[config.mk]
export PLATFORM = sky130hd
export DESIGN_NAME = dual_read_pair_fetcher
export DESIGN_NICKNAME = d
export VERILOG_FILES = /design/src/rtl/dual_read_pair_fetcher.sv
export SDC_FILE = /design/constraint.sdc
export NUM_CORES = 1
export LEC_CHECK = 0
export CORE_UTILIZATION = 49
export DETAILED_ROUTE_END_ITERATION = 8
export PLACE_DENSITY = 0.76
export SYNTH_ARGS = -nofsm -noshare
export SYNTH_HDL_FRONTEND = slang
export SYNTH_SLANG_ARGS = --single-unit
[constraint.sdc]
create_clock -name clk -period 3.8 [get_ports clk]
set_input_delay 0.76 -clock clk [delete_from_list [all_inputs] [get_ports clk]]
set_output_delay 0.76 -clock clk [all_outputs]
set_load 0.005 [all_outputs]
[src/rtl/dual_read_pair_fetcher.sv]
// dual_read_pair_fetcher
// Walks a window of `count` addresses. Each step reads word k on RAM port A and
// word k+offset on port B in the same cycle, then returns the pairs on a
// valid/ready stream, with o_last marking the final pair of a command. A 2-entry
// output FIFO absorbs the RAM's one-cycle read latency and any back-pressure.
// Ports:
//   clk, rst_n                  clock, asynchronous active-low reset
//   start, base_addr, offset,   command strobe and its parameters
//   count
//   busy, done                  command status and completion pulse
//   ram_wr_busy                 RAM write strobe; reads are held off while high
//   rd_addr_a/b, rd_en_a/b      RAM read request (combinational issue decision)
//   rd_data_a/b                 RAM read data, valid one cycle after the enable
//   o_data_a/b, o_valid,        output pair stream
//   o_ready, o_last
module dual_read_pair_fetcher #(
   parameter int unsigned DATA_WIDTH = 16,
   parameter int unsigned DEPTH      = 64,
   localparam int unsigned AW        = $clog2(DEPTH)
) (
   input  logic                  clk,
   input  logic                  rst_n,
   input  logic                  start,
   input  logic [AW-1:0]         base_addr,
   input  logic [AW-1:0]         offset,
   input  logic [AW:0]           count,
   output logic                  busy,
   output logic                  done,
   input  logic                  ram_wr_busy,
   output logic [AW-1:0]         rd_addr_a,
   output logic [AW-1:0]         rd_addr_b,
   output logic                  rd_en_a,
   output logic                  rd_en_b,
   input  logic [DATA_WIDTH-1:0] rd_data_a,
   input  logic [DATA_WIDTH-1:0] rd_data_b,
   output logic [DATA_WIDTH-1:0] o_data_a,
   output logic [DATA_WIDTH-1:0] o_data_b,
   output logic                  o_valid,
   input  logic                  o_ready,
   output logic                  o_last
);

   typedef enum logic [1:0] {IDLE, RUN, DRAIN} state_t;

   typedef struct packed {
      logic [DATA_WIDTH-1:0] a;
      logic [DATA_WIDTH-1:0] b;
      logic                  last;
   } pair_t;

   state_t         state_q, state_d;
   logic [AW:0]    k_q;
   logic [AW:0]    count_q;
   logic [AW-1:0]  base_q;
   logic [AW-1:0]  offset_q;
   logic [AW-1:0]  addr_a_q, addr_b_q;
   logic [1:0]     occ_q;
   logic           inflight_q;
   logic           inflight_last_q;
   logic           wr_ptr_q, rd_ptr_q;
   logic           done_q;
   pair_t          fifo_q [2];

   logic           pop;
   logic           space_ok;
   logic [1:0]     occ_d;
   logic           issue;
   logic           accept;
   logic           done_d;
   logic           last_k;
   logic [AW-1:0]  addr_a_c, addr_b_c;

   // Stream handshake and FIFO accounting; a read issued last cycle is pushed now.
   assign pop      = (occ_q != 2'd0) & o_ready;
   assign occ_d    = occ_q + 2'(inflight_q) - 2'(pop);
   assign space_ok = (3'(occ_q) + 3'(inflight_q)) < (3'd2 + 3'(pop));
   assign last_k   = (k_q + (AW+1)'(1)) == count_q;

   // Window addresses; sums wrap modulo DEPTH on purpose.
   assign addr_a_c = AW'(base_q + k_q[AW-1:0]);
   assign addr_b_c = AW'(base_q + k_q[AW-1:0] + offset_q);

   // Next-state, read issue and completion decision.
   always_comb begin
      state_d = state_q;
      issue   = 1'b0;
      accept  = 1'b0;
      done_d  = 1'b0;
      case (state_q)
         IDLE: begin
            if (start) begin
               accept  = 1'b1;
               state_d = (count == '0) ? DRAIN : RUN;
            end
         end
         RUN: begin
            if (k_q < count_q) issue = ~ram_wr_busy & space_ok;
            else               state_d = DRAIN;
         end
         DRAIN: begin
            // done is raised once the FIFO will be empty after this cycle
            if (done_q)                state_d = IDLE;
            else if (occ_d == 2'd0)    done_d  = 1'b1;
         end
         default: state_d = IDLE;
      endcase
   end

   // State, command parameters, read pipeline and FIFO storage.
   always_ff @(posedge clk or negedge rst_n) begin
      if (!rst_n) begin
         state_q         <= IDLE;
         k_q             <= '0;
         count_q         <= '0;
         base_q          <= '0;
         offset_q        <= '0;
         addr_a_q        <= '0;
         addr_b_q        <= '0;
         occ_q           <= 2'd0;
         inflight_q      <= 1'b0;
         inflight_last_q <= 1'b0;
         wr_ptr_q        <= 1'b0;
         rd_ptr_q        <= 1'b0;
         done_q          <= 1'b0;
         fifo_q[0]       <= '0;
         fifo_q[1]       <= '0;
      end else begin
         state_q         <= state_d;
         done_q          <= done_d;
         inflight_q      <= issue;
         inflight_last_q <= issue & last_k;
         occ_q           <= occ_d;
         if (accept) begin
            base_q   <= base_addr;
            offset_q <= offset;
            count_q  <= count;
            k_q      <= '0;
         end else if (issue) begin
            k_q <= k_q + (AW+1)'(1);
         end
         if (issue) begin
            addr_a_q <= addr_a_c;
            addr_b_q <= addr_b_c;
         end
         if (inflight_q) begin
            fifo_q[wr_ptr_q] <= '{a: rd_data_a, b: rd_data_b, last: inflight_last_q};
            wr_ptr_q         <= ~wr_ptr_q;
         end
         if (pop) rd_ptr_q <= ~rd_ptr_q;
      end
   end

   // Addresses hold their last issued value between reads.
   assign rd_en_a   = issue;
   assign rd_en_b   = issue;
   assign rd_addr_a = issue ? addr_a_c : addr_a_q;
   assign rd_addr_b = issue ? addr_b_c : addr_b_q;

   assign busy      = (state_q != IDLE);
   assign done      = done_q;
   assign o_valid   = (occ_q != 2'd0);
   assign o_data_a  = fifo_q[rd_ptr_q].a;
   assign o_data_b  = fifo_q[rd_ptr_q].b;
   assign o_last    = o_valid & fifo_q[rd_ptr_q].last;

endmodule

==> impl_results.md <==
- Post-synthesis sequential area ratio: 0.516
- Failing checks: negative setup slack
- Remaining DRCs: 0
- Worst EP required: 3.04 ns
- Primary FF master, synth: dfrtp_1
- DR pass1 iterations: 4
- Slew headroom: 0.334
- Final Slew Violations: 0
- Initial antenna violation count: 0
- Net Count, Synth: 520
- Syn_area_per_cell: 12.5 µm²
- Remaining Overflow, GRT: 0
- Post-synth cell types: 44
- Met3 wire length: 592 µm
- Vias in the first global route: 4247
- Total power: 6.87 mW
- Hold crit path type: in2async
- Synth area leader: dfrtp_1
- CTS clock-pin slew for the worst setup and hold paths: 0.05 ns
- Clock share of power: 0.222
- Tcrit/Tclk final: 1.09
- Worst Skew: 0.00608 ns
- Critical path class: reg2out
- Yosys warns: 0
- Async set-or-reset flop fraction in the synthesized netlist: 1.00
- Net Switching: 2.18 mW
- Tmin final: 4.13 ns
- CP Data Arrival Time: 3.37 ns
- Critical path launch point type: register
- Total wire length: 12600 µm
- Fmax: 0.242 GHz
- Area share of the largest cell type after synthesis: 0.516
- Die area: 11600 µm²
- Switching share of power: 0.317
- Via count: 3985
- DR top layer: met4
- Routability congestion estimate: 0.822
- CTS Buf Count: 17
- Clk_lat worst skew: 0.51 ns
- Net count reported at finish: 668
- Final Core Density: 0.705
- DR WL/cell: 17.0 µm
- IO Count: 106
- Seq pwr share: 0.304
- Diode count: 0
- Global-route usage over all layers: 0.228
- I/O Buffers: 105
- Outcome: complete, but fails checks
- Cells after Synth: 440
- Combinational power share: 0.474
- P&R area growth vs syn: 40.0%
- Wl on met1: 5450 µm
- Slew @ Worst Pin: 0.996 ns
- DR iter-0 viols: 171
- CP Max Fanout: 2
- Synthesis-stage register bit count: 113
- Num rows: 38
- Post-synth top cells: dfrtp_1 (113), mux2_2 (108), nand2_1 (57), ha_1 (22), inv_1 (16)
- Met2 wire length: 6450 µm
- Type of destination of the critical path: output pin
- CORE AREA: 10900 µm²
- Peak VDD IR: 0.000408 V
- CTS sink cnt: 113
- Netlist Area Pre-Place: 5480 µm²
- Fin. Hold Viols: 0
- Final worst setup slack: -0.329 ns
- Power Internal: 4.69 mW
- Starting Density: 0.504
- Die height: 108 µm
- Pin count of the biggest net entering global routing: 71
- Largest cells by area after synthesis: dfrtp_1 (52%), mux2_2 (22%), ha_1 (5.0%), nand2_1 (3.9%), xnor2_1 (2.2%)
- Cell Pwr Density: 895 nW/µm²
- Static leakage: 3.54 nW
- Fraction of layout cells with a size suffix above 1: 0.360
- Most frequent cell after synthesis: dfrtp_1
- Fillers: 770
- First-pass GRT wire length: 20300 µm
- EDFF count, synth: 0
- Setup Viol. Count Final: 4
- H-tree levels: 4
- Post-DRT Antenna Nets: 0
- DP HPWL: 8290 µm
- TritonCTS clock tree: done
- Clock root buffer: clkbuf_8
- Chip width: 108 µm
- Via density: 5.39
- RSZ-0062 raised after global routing: yes
- Max Buffers Root-to-Sink: 2
- Max-cap violations: 0
==> state kept, by name (all words and copies together), names as in the netlist <==
register	flops
addr_a_q	6
count_q	7
occ_q	2
inflight_q	1
done	1
addr_b_q	6
fifo_q	66
rd_ptr_q	1
state_q	2
wr_ptr_q	1
offset_q	6
base_q	6
inflight_last_q	1
k_q	7
==> worst paths after layout <==
kind,from,end,slack (ns),cells after the start
min in group clk,addr_a_q[3]$_DFF_PN0_,addr_a_q[3]$_DFF_PN0_,0.49,1
hold / removal,rst_n,fifo_q[31]$_DFFE_PN0P_,0.37,1
hold reg to reg,addr_a_q[3]$_DFF_PN0_,addr_a_q[3]$_DFF_PN0_,0.49,1
setup / recovery,k_q[0]$_DFFE_PN0P_,rd_addr_b[5],-0.33,13
setup reg to reg,k_q[0]$_DFFE_PN0P_,addr_b_q[5]$_DFF_PN0_,1.00,12
max in group asynchronous,rst_n,k_q[1]$_DFFE_PN0P_,2.59,2
==> logic make-up after synthesis <==
kind of cell             after synthesis  share of synthesized area
buffers and inverters                 35                     0.0290
AND/OR/NAND/NOR                       90                     0.0760
XOR/XNOR                              22                     0.0351
AO/OA/AOI/OAI                         42                     0.0539
adder cells (fa/ha/maj)               24                     0.0575
multiplexers                         114                      0.233
flip-flops                           113                      0.516
==> area by class of cell <==
cell class,count,area (µm²),area share
inverters,17,71.3,0.00929
clock buffers,21,469,0.0611
repair buffers,147,1390,0.181
flip-flops and latches,113,2830,0.369
multi-input cells,292,2630,0.343
well taps,140,175,0.0228
clock inverters,10,109,0.0142
==> layout by cell type, fill, tap and decap left out, drive strengths merged, types with 2 or more instances in the layout <==
cell and n:
fa 2, nand2 57, nor4 2, clkdlybuf4s50 90
nand3 4, dlygate4sd2 2, nand2b 3, buf 44
and3 2, a21oi 7, mux2 108, nor2 9
a21o 3, clkinvlp 2, nor2b 2, o22ai 2
and2 2, a2111oi 2, mux2i 6, xnor2 14
clkinv 6, dfrtp 113, nor4b 2, o21ai 15
xor2 8, nor3 2, clkbuf 26, inv 17
dlymetal6s2s 6, a211oi 3, o31ai 6, bufinv 2
ha 22
==> per-layer routing <==
metal,global-route usage,vias up
met1,0.292,2015
met5,0,-
met2,0.379,128
met3,0.0617,14
li1,-,1828
met4,0.0607,0
==> through the flow <==
stage / instance area, µm² / worst slack (ns) / setup TNS (ns) / cells / hold slack [ns]
global placement: 6810 / -0.198 / -0.198 / 693 / 0.462
finish: 7680 / -0.329 / -0.554 / 740 / 0.366
floorplan: 5480 / 0.433 / 0 / 440 / 0.450
detailed placement: 6810 / -0.263 / -0.263 / 693 / 0.473
global route: 7680 / -0.531 / -1.06 / 740 / 0.425
CTS: 7520 / -0.302 / -0.481 / 729 / 0.387
==> critical path, cell delays in order (launching register included) <==
cell and delay (ns):
dfrtp_1 0.41, ha_4 0.19, fa_2 0.37, buf_4 0.15, buf_6 0.12, xor2_4 0.18, ha_4 0.29, o21ai_1 0.10
nor4b_2 0.30, nor4b_2 0.09, buf_4 0.14, o21a_1 0.10, o31ai_2 0.26, buf_2 0.16
==> timing repair <==
item | in CTS | in global routing
hold buffers | 0 | 0
cloned | 0 | 0
setup endpoints to repair | 13 | 13
gates resized for setup | 33 | 30
buffers inserted | 5 | 11
pin swaps | 10 | 8
==> power by group through the flow <==
stage	clock network, mW	logic (mW)	registers [mW]
finish	1.52	3.26	2.08
global route	1.61	3.54	2.16
CTS	1.55	3.09	2.08
detailed placement	0	2.96	2.09
global placement	0	2.88	2.04
floorplan	0	1.71	1.98
Power figures use the tool's default switching activity.
